[src/rtl/acquisition_sequencer.sv]
// Light-modulated photon-counting sequencer: alternating on/off half periods,
// blanked settle time, latched on/off totals. Optional macro ACQ_BLANK_COUNT_EN.
module acquisition_sequencer #(
  parameter int HALF_PERIOD  = 250000,
  parameter int BLANK_CYCLES = 5000,
  parameter int PERIODS      = 300,
  parameter int COUNT_WIDTH  = 32
) (
  input  logic                          clock_50_mhz,
  input  logic                          reset,
  input  logic                          run,
  input  logic                          pulse_in,
  output logic                          light_source_pin,
  output logic                          busy,
  output logic [1:0]                    state,
  output logic [COUNT_WIDTH-1:0]        add_count,
  output logic [COUNT_WIDTH-1:0]        subtract_count,
  output logic signed [COUNT_WIDTH:0]   difference,
  output logic [COUNT_WIDTH-1:0]        blank_count,
  output logic                          result_valid
);

  localparam int TW = (HALF_PERIOD > 1) ? $clog2(HALF_PERIOD) : 1;
  localparam int HW = (2 * PERIODS > 1) ? $clog2(2 * PERIODS) : 1;
  localparam logic [TW-1:0] T_LAST   = TW'(HALF_PERIOD - 1);
  localparam logic [TW-1:0] T_SETTLE = TW'(BLANK_CYCLES - 1);
  localparam logic [HW-1:0] H_LAST   = HW'(2 * PERIODS - 1);

  typedef enum logic [1:0] {
    S_IDLE   = 2'd0,
    S_SETTLE = 2'd1,
    S_COUNT  = 2'd2,
    S_LATCH  = 2'd3
  } state_t;

  // Every half period opens in SETTLE unless there is nothing to blank.
  localparam state_t S_FIRST = (BLANK_CYCLES > 0) ? S_SETTLE : S_COUNT;

  function automatic logic [COUNT_WIDTH-1:0] sat_inc(
    input logic [COUNT_WIDTH-1:0] v,
    input logic                   en
  );
    return (en && (v != '1)) ? v + COUNT_WIDTH'(1) : v;
  endfunction

  state_t                   r_state;
  logic [TW-1:0]            r_tmr;
  logic [HW-1:0]            r_half;
  logic                     r_light;
  logic [COUNT_WIDTH-1:0]   r_add_acc, r_sub_acc;
  logic [COUNT_WIDTH-1:0]   r_add_count, r_sub_count;
  logic signed [COUNT_WIDTH:0] r_diff;
  logic                     r_valid;

  logic                     w_cnt;
  logic                     w_t_last, w_h_last, w_settle_done;
  logic [COUNT_WIDTH-1:0]   w_add_nxt, w_sub_nxt;

  assign w_t_last      = (r_tmr == T_LAST);
  assign w_h_last      = (r_half == H_LAST);
  assign w_settle_done = (r_tmr == T_SETTLE);
  assign w_cnt         = (r_state == S_COUNT) && pulse_in;
  // Light level doubles as the phase flag; it is only low in a window while off.
  assign w_add_nxt     = sat_inc(r_add_acc, w_cnt && r_light);
  assign w_sub_nxt     = sat_inc(r_sub_acc, w_cnt && !r_light);

  always_ff @(posedge clock_50_mhz) begin
    if (reset) begin
      r_state     <= S_IDLE;
      r_tmr       <= '0;
      r_half      <= '0;
      r_light     <= 1'b0;
      r_add_acc   <= '0;
      r_sub_acc   <= '0;
      r_add_count <= '0;
      r_sub_count <= '0;
      r_diff      <= '0;
      r_valid     <= 1'b0;
    end else begin
      r_valid <= 1'b0;
      case (r_state)
        S_IDLE: begin
          if (run) begin
            r_state <= S_FIRST;
            r_light <= 1'b1;
            r_tmr   <= '0;
            r_half  <= '0;
          end
        end
        S_SETTLE, S_COUNT: begin
          if (!run) begin
            r_state   <= S_IDLE;
            r_light   <= 1'b0;
            r_tmr     <= '0;
            r_half    <= '0;
            r_add_acc <= '0;
            r_sub_acc <= '0;
          end else begin
            r_add_acc <= w_add_nxt;
            r_sub_acc <= w_sub_nxt;
            if (w_t_last) begin
              r_tmr <= '0;
              if (w_h_last) begin
                r_state <= S_LATCH;
                r_light <= 1'b0;
                r_half  <= '0;
              end else begin
                r_state <= S_FIRST;
                r_light <= !r_light;
                r_half  <= r_half + HW'(1);
              end
            end else begin
              r_tmr <= r_tmr + TW'(1);
              if (r_state == S_SETTLE && w_settle_done)
                r_state <= S_COUNT;
            end
          end
        end
        S_LATCH: begin
          r_add_count <= r_add_acc;
          r_sub_count <= r_sub_acc;
          r_diff      <= $signed({1'b0, r_add_acc}) - $signed({1'b0, r_sub_acc});
          r_add_acc   <= '0;
          r_sub_acc   <= '0;
          r_valid     <= 1'b1;
          r_tmr       <= '0;
          r_half      <= '0;
          if (run) begin
            r_state <= S_FIRST;
            r_light <= 1'b1;
          end else begin
            r_state <= S_IDLE;
            r_light <= 1'b0;
          end
        end
        default: begin
          r_state <= S_IDLE;
          r_light <= 1'b0;
        end
      endcase
    end
  end

`ifdef ACQ_BLANK_COUNT_EN
  logic [COUNT_WIDTH-1:0] r_blk_acc, r_blk_count;
  logic                   w_blk_hit;
  logic [COUNT_WIDTH-1:0] w_blk_nxt;

  assign w_blk_hit = pulse_in && (r_state == S_SETTLE || r_state == S_LATCH);
  assign w_blk_nxt = sat_inc(r_blk_acc, w_blk_hit);

  // A pulse in the LATCH cycle itself still lands in the latched total.
  always_ff @(posedge clock_50_mhz) begin
    if (reset) begin
      r_blk_acc   <= '0;
      r_blk_count <= '0;
    end else if (r_state == S_LATCH) begin
      r_blk_count <= w_blk_nxt;
      r_blk_acc   <= '0;
    end else if ((r_state == S_SETTLE || r_state == S_COUNT) && !run) begin
      r_blk_acc   <= '0;
    end else begin
      r_blk_acc   <= w_blk_nxt;
    end
  end

  assign blank_count = r_blk_count;
`else
  assign blank_count = '0;
`endif

  assign state            = r_state;
  assign busy             = (r_state != S_IDLE);
  assign light_source_pin = r_light;
  assign add_count        = r_add_count;
  assign subtract_count   = r_sub_count;
  assign difference       = r_diff;
  assign result_valid     = r_valid;

endmodule

[config.mk]
export PLATFORM = sky130hd
export DESIGN_NAME = acquisition_sequencer
export DESIGN_NICKNAME = d
export VERILOG_FILES = /design/src/rtl/acquisition_sequencer.sv
export SDC_FILE = /design/constraint.sdc
export NUM_CORES = 1
export LEC_CHECK = 0
export BUFFER_PORTS_ARGS = -buffer_cell sky130_fd_sc_hd__buf_2
export CORE_UTILIZATION = 53
export DETAILED_ROUTE_END_ITERATION = 12
export GPL_TIMING_DRIVEN = 0
export PLACE_DENSITY = 0.86
export SLEW_MARGIN = 30
export SYNTH_ARGS = -nofsm -noshare
export SYNTH_HDL_FRONTEND = slang
export SYNTH_SLANG_ARGS = --single-unit
[constraint.sdc]
create_clock -name clock_50_mhz -period 2.7 [get_ports clock_50_mhz]
set_input_delay 0.54 -clock clock_50_mhz [delete_from_list [all_inputs] [get_ports clock_50_mhz]]
set_output_delay 0.54 -clock clock_50_mhz [all_outputs]
set_load 0.05 [all_outputs]
# --- Word level (Yosys, flattened, before mapping) ---
# Index checks and enable logic that the tools add are counted.
# Widths: inputs -> output; s select.
word_totals:
  elab_cells: 72
  out_inout_bits: 134
  regBits: 193
op_classes:
  n_eq_ne: 13
  add_sub_neg: 5
  muxes: 29
  reduce_logical: 15
ops:
  columns: ["op", "count"]
  rows:
  - ["$mux 32", 4]
  - ["$pmux 32 s2", 2]
  - ["$add 32x1->32 const B", 2]
  - ["$ne 32x32->1 const B", 2]
  - ["$mux 18", 3]
  - ["$pmux 18 s3", 1]
  - ["$mux 10", 4]
  - ["$sub 32x32->33", 1]
  - ["$pmux 10 s3", 1]
  - ["$add 18x1->18 const B", 1]
  - ["$eq 18x13->1 const B", 1]
  - ["$eq 18x18->1 const B", 1]
  - ["$add 10x1->10 const B", 1]
  - ["$eq 10x10->1 const B", 1]
  - ["$mux 2", 5]
  - ["$ne 3x3->1 const B", 3]
  - ["$reduce_and 2->1", 4]
  - ["$mux 1", 7]
  - ["$logic_and 1x1->1", 6]
  - ["$pmux 2 s3", 1]
  - ["$eq 2x2->1 const B", 2]
  - ["$ne 4x4->1 const B", 1]
  - ["$reduce_bool 2->1", 2]
  - ["$pmux 1 s3", 1]
  - ["other kinds (5)", 5]

# --- Depth between registers and ports, before layout ---
logic_depth:
  depth_word: 7
  ltp_mapped: 10
  ltp_nobuf: 10

# --- Worst setup path before layout ---
# OpenSTA, ideal clock, no wires.
synth_path:
  kind: "register to register"
  startpoint: "reg r_state[0] (netlist: state[0])"
  endpoint: "reg r_sub_acc[27]"
  required_ns: 2.630
  path_stages_with_launch: 10
  synth_period_minus_slack_ns: 2.682
  setup_slack_ns: 0.018
  arrival_ns: 2.612
  n_path_buf: 0
  path_cell_list: "dfxtp_1 > inv_1 > ha_1 > and2_1 > o21ai_0 > o21ai_0 > nor3_2 > nand2_1 > or4_1 > a21oi_1"
synth_via:
  elab_chain_len: 6
  elab_cells_between_ends: 11
  cone_classes: "4 x eq/ne; 1 x mux; 6 x reduce/logical"
synth_lines:
  columns: ["item", "line_no", "text"]
  rows:
  - ["start: declaration", "46", "state_t r_state;"]
  - ["start signal: assignment", "69", "r_state <= S_IDLE;"]
  - ["start signal: assignment", "84", "r_state <= S_FIRST;"]
  - ["start signal: assignment", "92", "r_state <= S_IDLE;"]
  - ["$eq 2x2->1", "62, 81", null]
  - ["$logic_and 1x1->1", "62", "assign w_cnt = (r_state == S_COUNT) && pulse_in;"]
  - ["$logic_and 1x1->1", "65", "assign w_sub_nxt = sat_inc(r_sub_acc, w_cnt && !r_light);"]
  - ["$logic_and 1x1->1", "43", "return (en && (v != '1)) ? v + COUNT_WIDTH'(1) : v;"]
  - ["$ne 3x3->1 (no source line)", null, null]
  - ["$reduce_and 2->1 (no source line)", null, null]
  - ["end signal: assignment", "100", "r_sub_acc <= w_sub_nxt;"]
  - ["end: declaration", "50", "logic [COUNT_WIDTH-1:0] r_add_acc, r_sub_acc;"]
# Several ways; a longest one is shown, not always the timed one.
# A chain may end at the register's enable or synchronous reset.

# --- Worst setup path after layout ---
layout_path:
  startpoint: "reg r_add_acc[0]"
  endpoint: "reg r_diff[18] (netlist: difference[18])"
layout_via:
  elab_chain_len: 1
layout_lines:
  columns: ["item", "line_no", "text"]
  rows:
  - ["start: declaration", "50", null]
  - ["start signal: assignment", "99", "r_add_acc <= w_add_nxt;"]
  - ["$sub 32x32->33", "122", "r_diff <= $signed({1'b0, r_add_acc}) - $signed({1'b0, r_sub_acc});"]
  - ["end signal: assignment", "122", null]
  - ["end: declaration", "52", "logic signed [COUNT_WIDTH:0] r_diff;"]
# Every way passes these cells.

==> results.md <==
- Setup ws final: -34.32 ps
- Post-synthesis cell count: 1250
- Cell family with most CP delay: compound AO/OA/AOI/OAI gates
- CP Max Fanout: 5
- CP Capture Type: flop
- Slew at the pin with the worst max-slew slack: 899.0 ps
- DRC viols: 0
- Clk_skew: 18.38 ps
- Post-route ant nets: 0
- Placed inst area: 11260 um^2
- CTS clk-pin slew, worst paths: 70 ps
- Clock Root Buffer: clkbuf_16
- Antenna violations before repair: 0
- Sw frac: 28.35%
- Vias in the first global route: 8783
- Layout fillers: 1605
- Seq cells post-synth: 193
- Total of max-cap violations: 0
- Pre-antenna DRT Iters: 5
- Critical path class: reg2reg
- M2 GR Usage: 47.94%
- GR Layer Usage met3: 5.704%
- Die area: 20000 um^2
- CP required: 3000 ps
- Die Span X: 141.4 um
- Worst vdd ir: 0.4712 mV
- Synth-to-layout area growth: 18.09%
- Cell area power density: 512.4 nW/um^2
- Initial Util: 54.52%
- RSZ-0062 raised after global routing: yes
- Final hold slack: 447.5 ps
- Inserted Diodes: 0
- Share of layout cells above drive strength 1: 18.39%
- Psw: 1767 uW
- Period utilization: 101.3%
- Violated checks: setup timing
- Grt total ovfl: 0
- Max-slew headroom: 40.07%
- Worst path arrival time: 3030 ps
- Clock power share: 40.4%
- Status: finished with violations
- CTS Buf Count: 17
- First-pass GRT wire length: 45500 um
- Top FF cell, synth: dfxtp_1
- Worst min path class: reg2reg
- Fin nets: 1458
- Critical path cell sequence: inv_2, ha_2, fa_2, nor2b_2, o211ai_1, a31o_2, o21ai_4, a21oi_4, buf_4, xor2_1, o21ai_0
- Syn_area_per_cell: 8.241 um^2
- Port Buf Inserts: 103
- Sequential share of power: 46.5%
- Slowest CP cell: fa_2
- CTS tree: yes
- Finished Core Util: 64.38%
- Clock sinks: 193
- Largest net degree at the start of global routing: 18
- Buf+Inv Stages, Crit Path: 2
- Final setup viols: 1
- Via/cell ratio: 5.896
- Crit-path max cell delay: 400 ps
- Total GRT Usage: 28.99%
- Io pins: 138
- Final hold viol count: 0
- Pre-CTS setup slack: -354.9 ps
- Vias: 9934
- Global routing's busiest layer: met2
- Register area share after synthesis: 37.51%
- Num rows: 50
- Final instance area: 12160 um^2
- Pint: 4466 uW
- Gpl congestion: 0.9832
- Total power: 6233 uW
- GR Layer Usage met1: 36.78%
- Combinational cell fraction of total power: 13.1%
- Core region area: 18890 um^2
- Number of synthesized flops with an enable pin: 0
- Dpl hpwl: 21300 um
- Max-slew violations: 0
- Commonest non-fill, non-tap cell in the layout: dfxtp_1
- Startpoint Class: flop
- Worst skew pair latency: 450 ps
- Pleak: 0.004924 uW
- Die Height: 141.4 um
- Tmin final: 2734 ps
- DRT Wirelength: 29430 um
- Synth cell types: 70
- Mapped cell area: 10300 um^2
- Starting DRT DRC Count: 1024
- Clock tree buffer depth: 2
- H-tree depth: 4
- Drt wl/cell: 17.46 um
- Max Fclk: 365.7 MHz
- Yosys warns: 0
- Ys async rst share: 0%
- Most frequent cells in the layout: dfxtp_1, nor2_1, buf_2
==> logic make-up after synthesis <==
family | synth area share [%]
AND/OR/NAND/NOR | 23.33
AO/OA/AOI/OAI | 15.34
flip-flops | 37.51
buffers and inverters | 6.389
multiplexers | 7.288
XOR/XNOR | 4.931
adder cells (fa/ha/maj) | 5.174
other | 0.03640
==> registers in the layout, summed over array words and instances, names as in the netlist <==
register,flops
subtract_count,32
r_half,10
difference,33
r_tmr,18
add_count,32
result_valid,1
state,2
r_sub_acc,32
light_source_pin,1
r_add_acc,32
==> per-stage QoR <==
| stage | setup TNS, ps | std cells |
|---|---|---|
| floorplan | 0 | 1281 |
| finish | -34.32 | 1685 |
| detailed placement | -5113 | 1644 |
| global route | -274.9 | 1685 |
| CTS | 0 | 1678 |
| global placement | -3511 | 1644 |
==> cell type report <==
type                       instances  area [um^2]  area share, %
clock inverter                    12        125.1          1.029
inverter                          44        165.2          1.358
clock buffer                      20        456.7          3.754
tap                              260        325.3          2.674
timing repair buffer             113        590.6          4.855
buffer                            91        504.2          4.145
sequential                       193         3881          31.91
multi-input combinational        952         6116          50.28
==> Yosys cell counts (all sizes together), types with 3 or more instances <==
library cell  count  area [um^2]
or3              20        130.1
o22ai             3        18.77
o2111ai           4        35.03
nand3b            3        22.52
a32o              3        30.03
nor3             28        150.1
a21oi            93        469.2
clkbuf           41        153.9
nor4b             3        26.28
o21ai            71        355.3
a211oi            9        67.56
o21bai            3        22.52
buf              51        339.1
o211ai            5        37.54
ha               41        513.0
nand3            65        330.3
nor2            180        675.7
and3             20        125.1
dfxtp           193         3864
nand4b            4        35.03
nand4            34        212.7
a211o             4        35.03
nor4             11        102.6
nand2            72        270.3
nand2b            6        37.54
a31oi            16        100.1
and4              7        61.31
or2               3        18.77
or4               6        45.04
inv              44        165.2
o21a              6        45.04
mux2i            75        750.7
xnor2            23        201.4
xor2             35        306.5
nor2b             7        43.79
a221oi            3        26.28
a31o              3        26.28
and2             10        62.56
a21o             21        157.7
a41oi             3        26.28
==> worst reg2reg max path: cells and delay by family, from the launching register on <==
| family | cells | cell delay (ps) |
|---|---|---|
| AOI/OAI and AO/OA | 5 | 1010 |
| adders and majority gates | 2 | 590 |
| DFF | 1 | 380 |
| buffers and inverters | 2 | 220 |
| xor gates and xnor gates | 1 | 220 |
| and+or+nand+nor | 1 | 160 |
==> per-layer routing <==
layer | wire, um | vias up
met5 | 0 | -
met4 | 1068 | 0
met3 | 2306 | 86
met1 | 12380 | 4638
li1 | - | 4721
met2 | 13670 | 489
==> power by group through the flow <==
stage / sequential, uW / clock (uW) / combinational, uW
finish: 2900 / 2520 / 819
global route: 2900 / 2660 / 865
CTS: 2890 / 2540 / 742
detailed placement: 2960 / 0 / 719
global placement: 2960 / 0 / 711
floorplan: 2970 / 0 / 535
==> timing repair <==
action / CTS / global route
endpoints found under the hold margin: 0 / 0
buffers inserted: 2 / 8
pin swaps: 4 / 16
hold buffers: 0 / 0
gates resized for setup: 21 / 52
setup endpoints to repair: 68 / 136
==> path summary, 6_finish.rpt <==
kind,startpoint,endpoint,slack [ps],cells past startpoint
max,r_add_acc[0]$_SDFFE_PP0P_,difference[18]$_SDFFE_PP0P_,-30,11
max reg2reg,r_add_acc[0]$_SDFFE_PP0P_,difference[18]$_SDFFE_PP0P_,-30,11
min reg2reg,difference[24]$_SDFFE_PP0P_,difference[24]$_SDFFE_PP0P_,450,2
min,difference[24]$_SDFFE_PP0P_,difference[24]$_SDFFE_PP0P_,450,2
Power figures use the tool's default switching activity.
